### src/rtl/rdma_cq_receiver_pkg.sv
// Shared types and constants for the RDMA completion-queue receiver.
// The entry struct reflects the default 16-bit wr_id width.
package rdma_cq_pkg;

    localparam int CQ_WRID_W = 16;

    localparam logic [1:0] CQ_ST_OK        = 2'd0;
    localparam logic [1:0] CQ_ST_REM_ERR   = 2'd1;
    localparam logic [1:0] CQ_ST_LOC_ERR   = 2'd2;
    localparam logic [1:0] CQ_ST_RETRY_EXC = 2'd3;

    typedef struct packed {
        logic [CQ_WRID_W-1:0] wr_id;
        logic [1:0]           status;
    } cq_entry_t;

    typedef enum logic {
        IDLE     = 1'b0,
        COUNTING = 1'b1
    } mod_state_e;

endpackage

### src/rtl/rdma_cq_receiver_if.sv
// Completion-in / poll-out bundle between the completion generator, the CQ and the host.
interface rdma_cq_if #(parameter int WRID_W = 16) ();

    logic              comp_valid;
    logic [WRID_W-1:0] comp_wr_id;
    logic [1:0]        comp_status;
    logic              poll_valid;
    logic [WRID_W-1:0] poll_wr_id;
    logic [1:0]        poll_status;
    logic              poll_ready;

    modport master (
        output comp_valid, comp_wr_id, comp_status, poll_ready,
        input  poll_valid, poll_wr_id, poll_status
    );

    modport slave (
        input  comp_valid, comp_wr_id, comp_status, poll_ready,
        output poll_valid, poll_wr_id, poll_status
    );

endinterface

### src/rtl/rdma_cq_receiver_fifo.sv
// First-word-fall-through storage for the completion queue.
// The caller guarantees no push when full unless a pop happens in the same cycle.
module rdma_cq_fifo #(
    parameter int DEPTH = 16,
    parameter int WIDTH = 18
) (
    input  logic                   clk,
    input  logic                   rst_n,
    input  logic                   push,
    input  logic                   pop,
    input  logic [WIDTH-1:0]       wdata,
    output logic [WIDTH-1:0]       rdata,
    output logic [$clog2(DEPTH):0] count,
    output logic                   full,
    output logic                   empty
);

    localparam int PTR_W = $clog2(DEPTH);
    localparam int CNT_W = PTR_W + 1;
    localparam logic [CNT_W-1:0] FULL_CNT = CNT_W'(DEPTH);

    logic [WIDTH-1:0] mem_r [DEPTH];
    logic [PTR_W-1:0] wr_ptr_r;
    logic [PTR_W-1:0] rd_ptr_r;
    logic [CNT_W-1:0] count_r;

    // Storage, pointers (wrap modulo DEPTH) and occupancy.
    always_ff @(posedge clk or negedge rst_n) begin
        if (!rst_n) begin
            for (int i = 0; i < DEPTH; i++) begin
                mem_r[i] <= {WIDTH{1'b0}};
            end
            wr_ptr_r <= {PTR_W{1'b0}};
            rd_ptr_r <= {PTR_W{1'b0}};
            count_r  <= {CNT_W{1'b0}};
        end else begin
            if (push) begin
                mem_r[wr_ptr_r] <= wdata;
                wr_ptr_r        <= wr_ptr_r + PTR_W'(1);
            end
            if (pop) begin
                rd_ptr_r <= rd_ptr_r + PTR_W'(1);
            end
            case ({push, pop})
                2'b10:   count_r <= count_r + CNT_W'(1);
                2'b01:   count_r <= count_r - CNT_W'(1);
                default: count_r <= count_r;
            endcase
        end
    end

    assign rdata = mem_r[rd_ptr_r];
    assign count = count_r;
    assign full  = (count_r == FULL_CNT);
    assign empty = (count_r == {CNT_W{1'b0}});

endmodule

### src/rtl/rdma_cq_receiver.sv
// Host-side completion receiver: CQ buffering, sticky overflow flag and
// moderated interrupt (threshold, timeout, or immediate on error status).
module rdma_cq_receiver
    import rdma_cq_pkg::*;
#(
    parameter int DEPTH       = 16,
    parameter int WRID_W      = 16,
    parameter int INT_THRESH  = 4,
    parameter int INT_TIMEOUT = 64
) (
    input  logic                   clk,
    input  logic                   rst_n,
    rdma_cq_if.slave               cq,
    output logic [$clog2(DEPTH):0] cq_count,
    output logic                   cq_overflow,
    input  logic                   ovf_clr,
    output logic                   irq
);

    localparam int CNT_W  = $clog2(DEPTH) + 1;
    localparam int PEND_W = CNT_W;
    localparam int TMR_W  = $clog2(INT_TIMEOUT) + 1;
    localparam logic [PEND_W-1:0] THRESH_P = PEND_W'(INT_THRESH);
    localparam logic [TMR_W-1:0]  TMO_HIT  = TMR_W'(INT_TIMEOUT - 2);

    logic [WRID_W+1:0] rdata_s;
    logic [CNT_W-1:0]  cnt_s;
    logic              full_s, empty_s;
    logic              push_s, pop_s, drop_s, drained_s;
    logic              err_s, thr_s, tmo_s, fire_s;
    logic [PEND_W-1:0] pend_sum_s, pending_nxt_s, pending_r;
    logic [TMR_W-1:0]  timer_nxt_s, timer_r;
    mod_state_e        state_nxt_s, state_r;
    logic              ovf_r, irq_r;

    assign pop_s  = !empty_s && cq.poll_ready;
    assign push_s = cq.comp_valid && (!full_s || pop_s);
    assign drop_s = cq.comp_valid && full_s && !pop_s;

    rdma_cq_fifo #(.DEPTH(DEPTH), .WIDTH(WRID_W + 2)) u_fifo (
        .clk   (clk),
        .rst_n (rst_n),
        .push  (push_s),
        .pop   (pop_s),
        .wdata ({cq.comp_wr_id, cq.comp_status}),
        .rdata (rdata_s),
        .count (cnt_s),
        .full  (full_s),
        .empty (empty_s)
    );

    assign cq.poll_valid  = !empty_s;
    assign cq.poll_wr_id  = rdata_s[WRID_W+1:2];
    assign cq.poll_status = rdata_s[1:0];
    assign cq_count       = cnt_s;
    assign cq_overflow    = ovf_r;
    assign irq            = irq_r;

    // Fire conditions; only the timer-driven fire lets a coincident push start a new batch.
    always_comb begin
        pend_sum_s = PEND_W'(push_s);
        if (state_r == COUNTING) begin
            pend_sum_s = pending_r + PEND_W'(push_s);
        end else begin
            pend_sum_s = PEND_W'(push_s);
        end
        err_s     = push_s && (cq.comp_status != CQ_ST_OK);
        thr_s     = (pend_sum_s >= THRESH_P);
        tmo_s     = (state_r == COUNTING) && (timer_r == TMO_HIT);
        fire_s    = err_s || thr_s || tmo_s;
        drained_s = (cnt_s == {CNT_W{1'b0}}) || ((cnt_s == CNT_W'(1)) && pop_s);
    end

    // Moderation next-state logic.
    always_comb begin
        state_nxt_s   = state_r;
        pending_nxt_s = pending_r;
        timer_nxt_s   = timer_r;
        case (state_r)
            IDLE: begin
                timer_nxt_s = {TMR_W{1'b0}};
                if (fire_s) begin
                    state_nxt_s   = IDLE;
                    pending_nxt_s = {PEND_W{1'b0}};
                end else if (push_s) begin
                    state_nxt_s   = COUNTING;
                    pending_nxt_s = PEND_W'(1);
                end else begin
                    pending_nxt_s = {PEND_W{1'b0}};
                end
            end
            COUNTING: begin
                if (fire_s && push_s && !err_s && !thr_s) begin
                    state_nxt_s   = COUNTING;
                    pending_nxt_s = PEND_W'(1);
                    timer_nxt_s   = {TMR_W{1'b0}};
                end else if (fire_s || (!push_s && drained_s)) begin
                    state_nxt_s   = IDLE;
                    pending_nxt_s = {PEND_W{1'b0}};
                    timer_nxt_s   = {TMR_W{1'b0}};
                end else begin
                    pending_nxt_s = pend_sum_s;
                    timer_nxt_s   = timer_r + TMR_W'(1);
                end
            end
            default: begin
                state_nxt_s   = IDLE;
                pending_nxt_s = {PEND_W{1'b0}};
                timer_nxt_s   = {TMR_W{1'b0}};
            end
        endcase
    end

    // Moderation state, interrupt pulse and sticky overflow (a new drop beats ovf_clr).
    always_ff @(posedge clk or negedge rst_n) begin
        if (!rst_n) begin
            state_r   <= IDLE;
            pending_r <= {PEND_W{1'b0}};
            timer_r   <= {TMR_W{1'b0}};
            irq_r     <= 1'b0;
            ovf_r     <= 1'b0;
        end else begin
            state_r   <= state_nxt_s;
            pending_r <= pending_nxt_s;
            timer_r   <= timer_nxt_s;
            irq_r     <= fire_s;
            if (drop_s) begin
                ovf_r <= 1'b1;
            end else if (ovf_clr) begin
                ovf_r <= 1'b0;
            end else begin
                ovf_r <= ovf_r;
            end
        end
    end

endmodule

### src/flat_wrapper.sv
// flat-port wrapper written by rule: the top's interface ports become plain ports
module rdma_cq_receiver_flat import rdma_cq_pkg::*;
#(
    parameter int DEPTH       = 16,
    parameter int WRID_W      = 16,
    parameter int INT_THRESH  = 4,
    parameter int INT_TIMEOUT = 64
)
  (clk, rst_n, cq_count, cq_overflow, ovf_clr, irq, cq_comp_valid, cq_comp_wr_id, cq_comp_status, cq_poll_ready, cq_poll_valid, cq_poll_wr_id, cq_poll_status);
  rdma_cq_if #(.WRID_W(WRID_W)) cq_i ();
  input  logic clk;
  input  logic rst_n;
  output logic [$clog2(DEPTH):0] cq_count;
  output logic cq_overflow;
  input  logic ovf_clr;
  output logic irq;
  input wire logic [$bits(cq_i.comp_valid)-1:0] cq_comp_valid;
  input wire logic [$bits(cq_i.comp_wr_id)-1:0] cq_comp_wr_id;
  input wire logic [$bits(cq_i.comp_status)-1:0] cq_comp_status;
  input wire logic [$bits(cq_i.poll_ready)-1:0] cq_poll_ready;
  output wire logic [$bits(cq_i.poll_valid)-1:0] cq_poll_valid;
  output wire logic [$bits(cq_i.poll_wr_id)-1:0] cq_poll_wr_id;
  output wire logic [$bits(cq_i.poll_status)-1:0] cq_poll_status;
  assign cq_i.comp_valid = cq_comp_valid;
  assign cq_i.comp_wr_id = cq_comp_wr_id;
  assign cq_i.comp_status = cq_comp_status;
  assign cq_i.poll_ready = cq_poll_ready;
  assign cq_poll_valid = cq_i.poll_valid;
  assign cq_poll_wr_id = cq_i.poll_wr_id;
  assign cq_poll_status = cq_i.poll_status;
  rdma_cq_receiver #(.DEPTH(DEPTH), .WRID_W(WRID_W), .INT_THRESH(INT_THRESH), .INT_TIMEOUT(INT_TIMEOUT)) u_core (.clk(clk), .rst_n(rst_n), .cq(cq_i), .cq_count(cq_count), .cq_overflow(cq_overflow), .ovf_clr(ovf_clr), .irq(irq));
endmodule
### config.mk
export PLATFORM = sky130hd
export DESIGN_NAME = rdma_cq_receiver_flat
export DESIGN_NICKNAME = d
export VERILOG_FILES = /design/src/rtl/rdma_cq_receiver_pkg.sv /design/src/rtl/rdma_cq_receiver_if.sv /design/src/rtl/rdma_cq_receiver_fifo.sv /design/src/rtl/rdma_cq_receiver.sv /design/src/flat_wrapper.sv
export SDC_FILE = /design/constraint.sdc
export NUM_CORES = 1
export LEC_CHECK = 0
export CORE_MARGIN = 5
export CORE_UTILIZATION = 40
export CTS_CLUSTER_DIAMETER = 30
export CTS_CLUSTER_SIZE = 16
export DETAILED_ROUTE_END_ITERATION = 10
export REMOVE_ABC_BUFFERS = 1
export SLEW_MARGIN = 20
export SYNTH_ARGS = -nofsm -noshare
export SYNTH_HDL_FRONTEND = slang
export SYNTH_HIERARCHICAL = 1
export SYNTH_SLANG_ARGS = --single-unit
### constraint.sdc
create_clock -name clk -period 4.88 [get_ports clk]
set_input_delay 1.22 -clock clk [delete_from_list [all_inputs] [get_ports clk]]
set_output_delay 1.22 -clock clk [all_outputs]
set_load 0.03 [all_outputs]
Word-level counts from Yosys, hierarchy flattened --
Index checks and enable logic that the tools add are counted.
Word-level totals: input bits 23, bits in writable memories 0, register bits after elaboration 316, ROM bits 0, memories 0, latch bits 0, word-level logic and storage cells 92, output and inout bits 26
Operators by class: multipliers 0, mux-type cells 23, shifts and indexed selects 0, divide/modulo/power cells 0, eq/ne operators 5, $lt $le $gt $ge 4, bitwise gates (word level) 3, add/subtract/negate cells 6, reductions and logical operators 27
Operator list (count):
- $bwmux W288 | 1
- $bmux W18 S4 | 1
- $demux W18 S4 | 1
- $mux W18 | 3
- $mux W5 | 4
- $pmux W5 S2 | 2
- $mux W7 | 2
- $pmux W7 S2 | 1
- $logic_and A1 B1 Y1 | 12
- $ge A5 B5 Y1 const B | 2
- $not A4 Y5 | 2
- $add A4 B1 Y4 const B | 2
- $add A7 B1 Y7 const B | 1
- $eq A7 B6 Y1 const B | 1
- $mux W1 | 7
- $logic_not A1 Y1 | 6
- $reduce_bool A2 Y1 | 3
- $add A5 B1 Y5 | 1
- $add A5 B1 Y5 const B | 1
- $eq A5 B1 Y1 const B | 1
- $eq A5 B5 Y1 const B | 1
- $ge A5 B3 Y1 const B | 1
- $logic_not A5 Y1 | 1
- $logic_or A1 B1 Y1 | 5
- other kinds (6) | 6

Longest topological paths before layout --
Gate-level depths: netlist of the first run.
word-level depth 15, depth in mapped cells 14, depth with buffers taken out 12

By module --
Netlist of the first run, hierarchy kept.
By module, submodules not included:
- rdma_cq_fifo | area an instance 13670.6 um^2, times used 1, cells each 860, sequential area each 7532.2 um^2
- rdma_cq_receiver | area an instance 739.5 um^2, times used 1, cells each 71, sequential area each 375.4 um^2

Least setup slack after synthesis of the first run --
Ideal clock, no wire load.
path type input -> register, start in cq_poll_ready, end reg u_core.u_fifo.count_r[4], in the netlist u_core/u_fifo/count[4], required time 4.745 ns, path slack 1.325 ns, arrival 3.420 ns, buffers on the path 2, setup time 0.135 ns, stages 12, path through nand2b_4 > a21boi_4 > buf_6 > inv_1 > ha_1 > buf_2 > xor2_1 > ha_1 > or4b_2 > o32ai_1 > a211oi_1 > xnor2_1
On the way: word-level cells in the longest chain between the ends 5, elaborated cells on any way between the ends 7, those cells by class eq/ne: 2; mux: 1; reduce/logical: 4
Ends and longest elaborated chain:
- start, declared | RTL line flat_wrapper.sv:20 | input wire logic [$bits(cq_i.poll_ready)-1:0] cq_poll_ready;
- $logic_and A1 B1 Y1 (*) | RTL line rdma_cq_receiver.sv:36 | assign pop_s = !empty_s && cq.poll_ready;
- $logic_or A1 B1 Y1 (*) | RTL line rdma_cq_receiver.sv:37 | assign push_s = cq.comp_valid && (!full_s || pop_s);
- $logic_and A1 B1 Y1 (*) | RTL line rdma_cq_receiver.sv:37
- via u_core.push_s | RTL line rdma_cq_receiver.sv:29 | logic push_s, pop_s, drop_s, drained_s;
- $eq A2 B1 Y1 or $eq A2 B2 Y1 (tied branches) | RTL line rdma_cq_receiver_fifo.sv:44 | case ({push, pop})
- $pmux W5 S2 or $reduce_bool A2 Y1 (tied branches)
- end signal, assigned | RTL line rdma_cq_receiver_fifo.sv:45 | 2'b10: count_r <= count_r + CNT_W'(1);
- end signal, assigned | RTL line rdma_cq_receiver_fifo.sv:46 | 2'b01: count_r <= count_r - CNT_W'(1);
- end signal, assigned | RTL line rdma_cq_receiver_fifo.sv:47 | default: count_r <= count_r;
- end, declared | RTL line rdma_cq_receiver_fifo.sv:25 | logic [CNT_W-1:0] count_r;
The timed path passes the listed nets; every way through them passes the cells marked *. A chain may end at the register's enable or synchronous reset.

Worst setup path after layout of the first run --
start reg u_core.u_fifo.rd_ptr_r[0], end out cq_poll_wr_id[2]
On the way: word-level cells in the longest chain between the ends 4
Ends and longest elaborated chain:
- start, declared | RTL line rdma_cq_receiver_fifo.sv:24 | logic [PTR_W-1:0] rd_ptr_r;
- start signal, assigned | RTL line rdma_cq_receiver_fifo.sv:34 | rd_ptr_r <= {PTR_W{1'b0}};
- start signal, assigned | RTL line rdma_cq_receiver_fifo.sv:42 | rd_ptr_r <= rd_ptr_r + PTR_W'(1);
- $not A4 Y5 (not written as such) | RTL line rdma_cq_receiver_fifo.sv:52 | assign rdata = mem_r[rd_ptr_r];
- $bmux W18 S4 | RTL line rdma_cq_receiver_fifo.sv:52
- $mux W18 (not written as such) (2 in a row) | RTL line rdma_cq_receiver_fifo.sv:52
- end, declared | RTL line flat_wrapper.sv:22 | output wire logic [$bits(cq_i.poll_wr_id)-1:0] cq_poll_wr_id;
No other way between the ends. The select of a mux whose other input is x is not followed.

==> impl_metrics.toml, run 1 <==
[final_layout]
utilization_pct = 50.9
syn_to_final_growth_pct = 25.5
mostFrequentLayoutCell = "dfrtp_1"
final_cell_mix = "314 x dfrtp_1, 290 x mux2_2, 81 x clkbuf_16"
diodes = 0
nets = 1049
stdcell_count = 1534
drive_gt1_share_pct = 50.4
design_area_um2 = 18100
fill_cells = 3005

[synthesis]
synth_ff_type = "dfrtp_1"
synthAdderAreaFrac_pct = 1.13
muxShareOfSynthArea_pct = 33.9
synth-edff-count = 0
synth_top_cell_by_area = "dfrtp_1"
synth_top_area_share_pct = 54.9
synth_xor_area_share_pct = 0.972
synth_compound_area_share_pct = 2.92
synth.cell_area_um2 = 14400
synth-simple-area-share_pct = 3.31
synth-async-reset-ratio_pct = 100
synth_top_family_by_area = "multiplexers"
synth.ff_latch_count = 316
seq_area_frac_synth_pct = 54.9
syn_area_per_cell_um2 = 15.5
synth_area_leaders = "dfrtp_1 55%, mux2_2 23%, mux4_2 11%"
synth_cell_type_count = 48
yosysWarnings = 6
syn_inst = 931

[critical_path]
path_max_fanout = 20
worstSetupStartpointType = "flip-flop"
end_kind = "output pin"
rrSetupSlack_ps = 1160
cp.required_ps = 3660
critical_path_class = "reg -> out"
cp.arrival_ps = 3170

[timing]
drv_slew = 0
min_period_ps = 4390
maxSlewHeadroom_pct = 39.8
setup_tns_ps = 0
layout_setup_ws_ps = 493
fin_skew_ps = 22.8
rsz0062_at_grt = "false"
hold_viol = 0
fmax_mhz = 228
setup_viol = 0
fin_crit_sh_pct = 89.9
hold_slack_ps = 496
tightest_slew_ps = 903

[job]
maxCapViolations = 0

[place]
placed_area_um2 = 15300
hpwl_mm = 18.3
port_buffers = 48
dp.cells = 1395
gp_congestion = 0.702
dpl_worst_slack_ps = 591

[floorplan]
die_w_um = 200
initial_utilization_pct = 40.5
num_rows = 69
dieHeight_um = 200
die_area_um2 = 39900
io_pins = 49
coreArea_um2 = 35600

[detailed_routing]
drt_wl_total_mm = 33.6
drt_iter0_markers = 420
first_pass_iters = 5
avgRoutedWirePerCell_um = 21.9
vias = 8313
ant_nets = 0
vias_per_cell = 5.42
drc = 0

[pwr]
power.leakage_nw = 7.91
vdd_drop_max_mv = 0.450
finalPower_mw = 14.5
powerDensity_nw_per_um2 = 800

[global_routing]
grt_max_degree = 115
grt_usage_pct = 17.4
antenna_found_initial = 0
overflow = 0
grt_pass1_wl_mm = 53.4
grt_pass1_vias = 9078

[clocking]
ctsResizeCount = 0
clockBufferDepth = 3
clock_sinks = 316
cts_root_buf = "clkbuf_16"
post_cts_buffers = 0
hold_buffers = 0
htreeDepth = 3
cts_made_buffers = 77
path_clk_slew_ps = 50
cts_tree = "done"
insertion_delay_ps = 570

[status]
status = "finished clean"

[min_path]
min-delay-path-class = "reg -> reg"
## worst max-delay path: stages (launching register included)
cell and delay (ps):
dfrtp_4 690, buf_4 380, mux4_2 540, a22oi_1 240, nand2_1 120, clkdlybuf4s50_1 620
## registers in the layout (all words and copies together) (netlist names)
name and count:
u_core/pending_r 5, u_core/u_fifo/wr_ptr_r 4, u_core/u_fifo/rd_ptr_r 4, u_core/state_r 1
u_core/timer_r 7, u_core/cq_overflow 1, u_core/u_fifo/count 5, u_core/irq 1
u_core/u_fifo/mem_r 288
## logic make-up after synthesis
logic type               Yosys count
flip-flops                       316
buffers and inverters             79
other                              1
adder cells (fa/ha/maj)           13
AO/OA/AOI/OAI                     56
AND/OR/NAND/NOR                   88
multiplexers                     362
XOR/XNOR                          16
## final cells by class
type / instances / area, um^2 / area share (%)
Clock buffer: 108 / 2330 / 12.9
Clock inverter: 31 / 425 / 2.35
Inverter: 13 / 48.8 / 0.270
Multi-Input combinational cell: 538 / 6110 / 33.8
Sequential cell: 316 / 7920 / 43.8
Tap cell: 461 / 577 / 3.19
Timing Repair Buffer: 67 / 691 / 3.82
## routing by layer
| layer | GRT usage [%] | wire length, um | share of wire [%] | up-vias |
|---|---|---|---|---|
| met5 | 0 | 0 | 0 | - |
| met4 | 5.21 | 677 | 2.0 | 0 |
| met3 | 3.61 | 1400 | 4.2 | 60 |
| met2 | 27.4 | 15900 | 47 | 162 |
| met1 | 24.8 | 15600 | 47 | 4427 |
| li1 | - | - | - | 3664 |
## power breakdown
| group | switching, mW | internal [mW] | total [mW] | leakage [nW] |
|---|---|---|---|---|
| Sequential | 0.732 | 3.86 | 4.59 | 3.92 |
| Combinational | 2.02 | 2.59 | 4.60 | 2.63 |
| Clock | 1.52 | 3.77 | 5.29 | 1.35 |
| Total | 4.26 | 10.2 | 14.5 | 7.91 |
## Yosys cell counts (2+ instances only)
master and number:
xor2_1 7, mux2_2 290, a211oi_1 2, a22oi_1 36
clkbuf_1 30, nor2b_1 2, buf_4 4, and3_1 2
buf_6 9, nand3_1 5, ha_1 13, o21ai_0 6
inv_1 13, nor4b_1 2, xnor2_1 9, nor2_1 13
buf_1 4, dfrtp_1 316, nor3b_1 2, nand2_2 12
a21oi_1 3, or2_2 2, nand4_1 4, mux4_2 72
buf_2 18, and2_1 6, nand2_1 28
## path summary, 6_finish.rpt
kind,startpoint,end,cells past startpoint
max,u_core/u_fifo/rd_ptr_r[0],cq_poll_wr_id[2],5
min,u_core/u_fifo/mem_r[93],u_core/u_fifo/mem_r[93],1
max reg2reg,u_core/u_fifo/count[2],u_core/u_fifo/count[4],11
min reg2reg,u_core/u_fifo/mem_r[93],u_core/u_fifo/mem_r[93],1
max in group asynchronous,rst_n,u_core/timer_r[4],2
min in group asynchronous,rst_n,u_core/u_fifo/mem_r[106],1
No activity file was read; power rests on OpenSTA's default activity.
==> run 2: changes to the inputs <==
--- a/config.mk
+++ b/config.mk
@@ -10,6 +10,7 @@
 export CTS_CLUSTER_DIAMETER = 30
 export CTS_CLUSTER_SIZE = 16
 export DETAILED_ROUTE_END_ITERATION = 10
+export GPL_TIMING_DRIVEN = 0
 export REMOVE_ABC_BUFFERS = 1
 export SLEW_MARGIN = 20
 export SYNTH_ARGS = -nofsm -noshare
==> impl_metrics.toml, run 2 (synthesized netlist as in run 1, its figures left out) <==
[final_layout]
reg_top3 = "u_core/u_fifo/mem_r (288), u_core/timer_r (7)"
final_cell_mix = "314 x dfrtp_1, 290 x mux2_2, 75 x clkbuf_16"
drive_gt1_share_pct = 50.3
utilization_pct = 50.9
syn_to_final_growth_pct = 25.8
top_register = "u_core/u_fifo/mem_r"
stdcell_count = 1518
nets = 1036
largest_reg_flops = 288
mostFrequentLayoutCell = "dfrtp_1"
fill_cells = 3032
diodes = 0

[detailed_routing]
avgRoutedWirePerCell_um = 21.7
vias_per_cell = 5.40
drt_wl_total_mm = 33.0
drc = 0
first_pass_iters = 4
ant_nets = 0
drt_iter0_markers = 420
vias = 8203

[global_routing]
grt_max_degree = 91
grt_pass1_wl_mm = 52.3
overflow = 0
grt_pass1_vias = 8891
grt_usage_pct = 17.1
antenna_found_initial = 1

[floorplan]
initial_utilization_pct = 40.5
die_w_um = 200
num_rows = 69
dieHeight_um = 200
die_area_um2 = 39900
coreArea_um2 = 35600
io_pins = 49

[clocking]
htreeDepth = 3
clockBufferDepth = 3
clock_sinks = 316
hold_buffers = 0
path_clk_slew_ps = 40
insertion_delay_ps = 570
cts_made_buffers = 74
cts_tree = "done"
cts_root_buf = "clkbuf_16"

[timing]
setup_viol = 0
layout_setup_ws_ps = 423
hold_viol = 0
tightest_slew_ps = 782
drv_slew = 0
min_period_ps = 4460
fin_skew_ps = 20.8
setup_tns_ps = 0
maxSlewHeadroom_pct = 47.8
fin_crit_sh_pct = 91.3
fmax_mhz = 224
rsz0062_at_grt = "false"

[critical_path]
cp.required_ps = 3660
cp.arrival_ps = 3240
path_max_fanout = 27
critical_path_class = "reg -> out"
worstSetupStartpointType = "flip-flop"
end_kind = "output pin"

[status]
status = "finished clean"

[place]
dpl_worst_slack_ps = 545
dp.cells = 1384
hpwl_mm = 17.5
port_buffers = 48
gp_congestion = 0.680

[job]
maxCapViolations = 0

[pwr]
powerDensity_nw_per_um2 = 805
finalPower_mw = 14.6
power.leakage_nw = 7.87
vdd_drop_max_mv = 0.530

[min_path]
min-delay-path-class = "reg -> reg"
run 2: power breakdown:
part / leakage [nW] / internal [mW] / switching (mW)
logic: 2.63 / 2.63 / 2.01
registers: 3.92 / 3.85 / 0.727
clock network: 1.31 / 3.83 / 1.55
run 2: worst max-delay path, cell delays in order, from the launching register on:
cell and delay [ps]:
dfrtp_4 640, buf_12 280, buf_16 270, mux4_2 540
a22oi_1 240, nand2_1 90, clkdlybuf4s50_1 590
run 2: through the flow:
step | instance area, um^2 | hold WS [ps]
after floorplan | 14100 | 447
after global placement | 15100 | 467
after detailed placement | 15400 | 480
after CTS | 18100 | 486
after global routing | 18100 | 500
final | 18100 | 481
run 2: final cells by class:
class,count,area [um^2],share of cell area (%)
sequential,316,7920,43.7
clock inverter,41,682,3.76
inverter,13,48.8,0.269
tap,461,577,3.18
multi-input combinational,538,6130,33.8
timing repair buffer,57,711,3.92
clock buffer,92,2060,11.4
run 2: worst paths after layout:
path / start / slack, ps / depth (start not counted) / end
min reg2reg: u_core/timer_r[0] / 480 / 1 / u_core/timer_r[0]
max in group asynchronous: rst_n / 3060 / 3 / u_core/u_fifo/mem_r[236]
min: u_core/timer_r[0] / 480 / 1 / u_core/timer_r[0]
max: u_core/u_fifo/rd_ptr_r[0] / 420 / 6 / cq_poll_wr_id[13]
min in group asynchronous: rst_n / 640 / 1 / u_core/u_fifo/mem_r[268]
max reg2reg: u_core/u_fifo/count[2] / 1110 / 11 / u_core/u_fifo/count[4]
run 2: layer usage:
| metal | track usage, % | routed length (um) | vias to the layer above |
|---|---|---|---|
| li1 | - | - | 3618 |
| met1 | 24.0 | 15300 | 4369 |
| met2 | 26.7 | 15500 | 156 |
| met3 | 3.49 | 1360 | 58 |
| met4 | 5.94 | 792 | 2 |
| met5 | 0 | 20 | - |
run 2: repair_timing:
action	4_1_cts	5_1_grt
resized for setup	0	0
setup buffers	0	1
endpoints found under the setup margin	0	5
==> run 3: changes to the inputs <==
--- a/config.mk
+++ b/config.mk
@@ -5,13 +5,17 @@
 export SDC_FILE = /design/constraint.sdc
 export NUM_CORES = 1
 export LEC_CHECK = 0
+export CELL_PAD_IN_SITES_DETAIL_PLACEMENT = 2
+export CELL_PAD_IN_SITES_GLOBAL_PLACEMENT = 2
 export CORE_MARGIN = 5
 export CORE_UTILIZATION = 40
 export CTS_CLUSTER_DIAMETER = 30
 export CTS_CLUSTER_SIZE = 16
 export DETAILED_ROUTE_END_ITERATION = 10
 export GPL_TIMING_DRIVEN = 0
+export PLACE_DENSITY_LB_ADDON = 0.1
 export REMOVE_ABC_BUFFERS = 1
+export SKIP_CTS_REPAIR_TIMING = 1
 export SLEW_MARGIN = 20
 export SYNTH_ARGS = -nofsm -noshare
 export SYNTH_HDL_FRONTEND = slang
==> impl_metrics.toml, run 3 (synthesized netlist as in run 1, its figures left out) <==
[timing]
hold_slack_ps = 476
fin_skew_ps = 25.1
fmax_mhz = 219
rsz0062_at_grt = "false"
drv_slew = 0
min_period_ps = 4570
tightest_slew_ps = 899
hold_viol = 0
fin_crit_sh_pct = 93.6
maxSlewHeadroom_pct = 39.9
setup_viol = 0

[pwr]
vdd_drop_max_mv = 0.422
p_sw_mw = 4.63
finalPower_mw = 15.1
pwr-share-comb_pct = 32.3
power.leakage_nw = 7.97
seq_power_share_pct = 31.2
p_clk_share_pct = 36.5
powerDensity_nw_per_um2 = 829
power.internal_mw = 10.5
swShare_pct = 30.6

[min_path]
min-delay-path-class = "reg -> reg"
hp-start = "u_core/timer_r[0]"
min_to = "u_core/timer_r[0]"
min_path_cells = 1

[clocking]
cts_root_buf = "clkbuf_16"
clockBufferDepth = 3
path_clk_slew_ps = 40
cts_made_buffers = 81
clock_sinks = 316
htreeDepth = 3
cts_tree = "done"
insertion_delay_ps = 580

[critical_path]
critical_path_class = "reg -> out"
rrSetupSlack_ps = 980
crit_path_start = "u_core/u_fifo/rd_ptr_r[0]"
path_max_fanout = 32
reg2regPathDepth = 11
worstSetupStartpointType = "flip-flop"
cp.required_ps = 3660
reg2reg_to = "u_core/u_fifo/count[4]"
cp.arrival_ps = 3350
reg2reg_from = "u_core/u_fifo/count[2]"
end_kind = "output pin"

[place]
placed_area_um2 = 15400
gp_congestion = 0.750
hpwl_mm = 22.0
dp.cells = 1385
port_buffers = 48

[detailed_routing]
drc = 0
ant_nets = 0
vias = 8637
vias_per_cell = 5.64
drt_wl_total_mm = 41.2
drt_iter0_markers = 417
first_pass_iters = 4
avgRoutedWirePerCell_um = 26.9

[global_routing]
grt_pass1_vias = 10408
antenna_found_initial = 0
grt_pass1_wl_mm = 64.4
grt_usage_pct = 21.5
grt_max_degree = 95
overflow = 0

[floorplan]
initial_utilization_pct = 40.5
dieHeight_um = 200
die_area_um2 = 39900
die_w_um = 200
io_pins = 49
num_rows = 69
coreArea_um2 = 35600

[status]
status = "finished clean"

[final_layout]
fill_cells = 3100
design_area_um2 = 18300
reg_top3 = "u_core/u_fifo/mem_r (288), u_core/timer_r (7)"
final_cell_mix = "314 x dfrtp_1, 290 x mux2_2, 85 x clkbuf_16"
nets = 1044
largest_reg_flops = 288
syn_to_final_growth_pct = 26.7
mostFrequentLayoutCell = "dfrtp_1"
utilization_pct = 51.3
diodes = 0
drive_gt1_share_pct = 49.9
top_register = "u_core/u_fifo/mem_r"
stdcell_count = 1531

[job]
maxCapViolations = 0
[run 3: cell types whose count changed in the layout (fill, tap and decap cells not counted), sizes merged]
cell	previous run	this run
clkinvlp	11	2
clkbuf	92	119
inv	16	15
buf	10	11
bufinv	16	11
[run 3: cell type report]
type                       instances  area [um^2]  share of cell area (%)
timing repair buffer              58          738                    4.04
clock buffer                     119         2430                    13.3
clock inverter                    26          418                    2.29
sequential                       316         7920                    43.3
tap                              461          577                    3.16
multi-input combinational        538         6130                    33.6
inverter                          13         48.8                   0.267
[run 3: metrics by stage]
step	setup TNS, ps	worst slack [ps]
5_1_grt	0	117
3_3_place_gp	-3240700	-10170
4_1_cts	0	62.1
3_5_place_dp	0	434
6_report	0	311
2_1_floorplan	-5460	-304
[run 3: worst max-delay path, cell delays in order (launching register included)]
cell and delay (ps):
dfrtp_4 640, buf_16 320, buf_12 270, mux4_2 540, a22oi_1 290, nand2_1 100, clkdlybuf4s50_1 610
[run 3: routing by layer]
metal  track usage (%)  part of all wire, %  vias up
met1              28.2                   44     4734
met2              36.3                   50      177
met5                 0                    0        -
met3              4.10                  3.7       76
met4              7.09                  2.4        0
li1                  -                    -     3650
[run 3: how the worst max path moves through the flow]
stage | endpoint | slack, ps | depth (start not counted)
detailed placement | u_core/u_fifo/count[4] | 430 | 11
finish | cq_poll_wr_id[14] | 310 | 6
global route | cq_poll_status[1] | 120 | 6
floorplan | cq_poll_status[0] | -300 | 3
CTS | cq_poll_wr_id[2] | 60 | 6
global placement | u_core/u_fifo/mem_r[116] | -10170 | 1
[run 3: power by group through the flow]
stage / clock network, mW / registers, mW / logic [mW]
2_1_floorplan: 0 / 4.54 / 3.25
4_1_cts: 5.63 / 4.74 / 4.93
3_5_place_dp: 0 / 4.72 / 4.83
5_1_grt: 5.79 / 4.84 / 5.25
6_report: 5.52 / 4.72 / 4.89
3_3_place_gp: 0 / 4.76 / 4.42
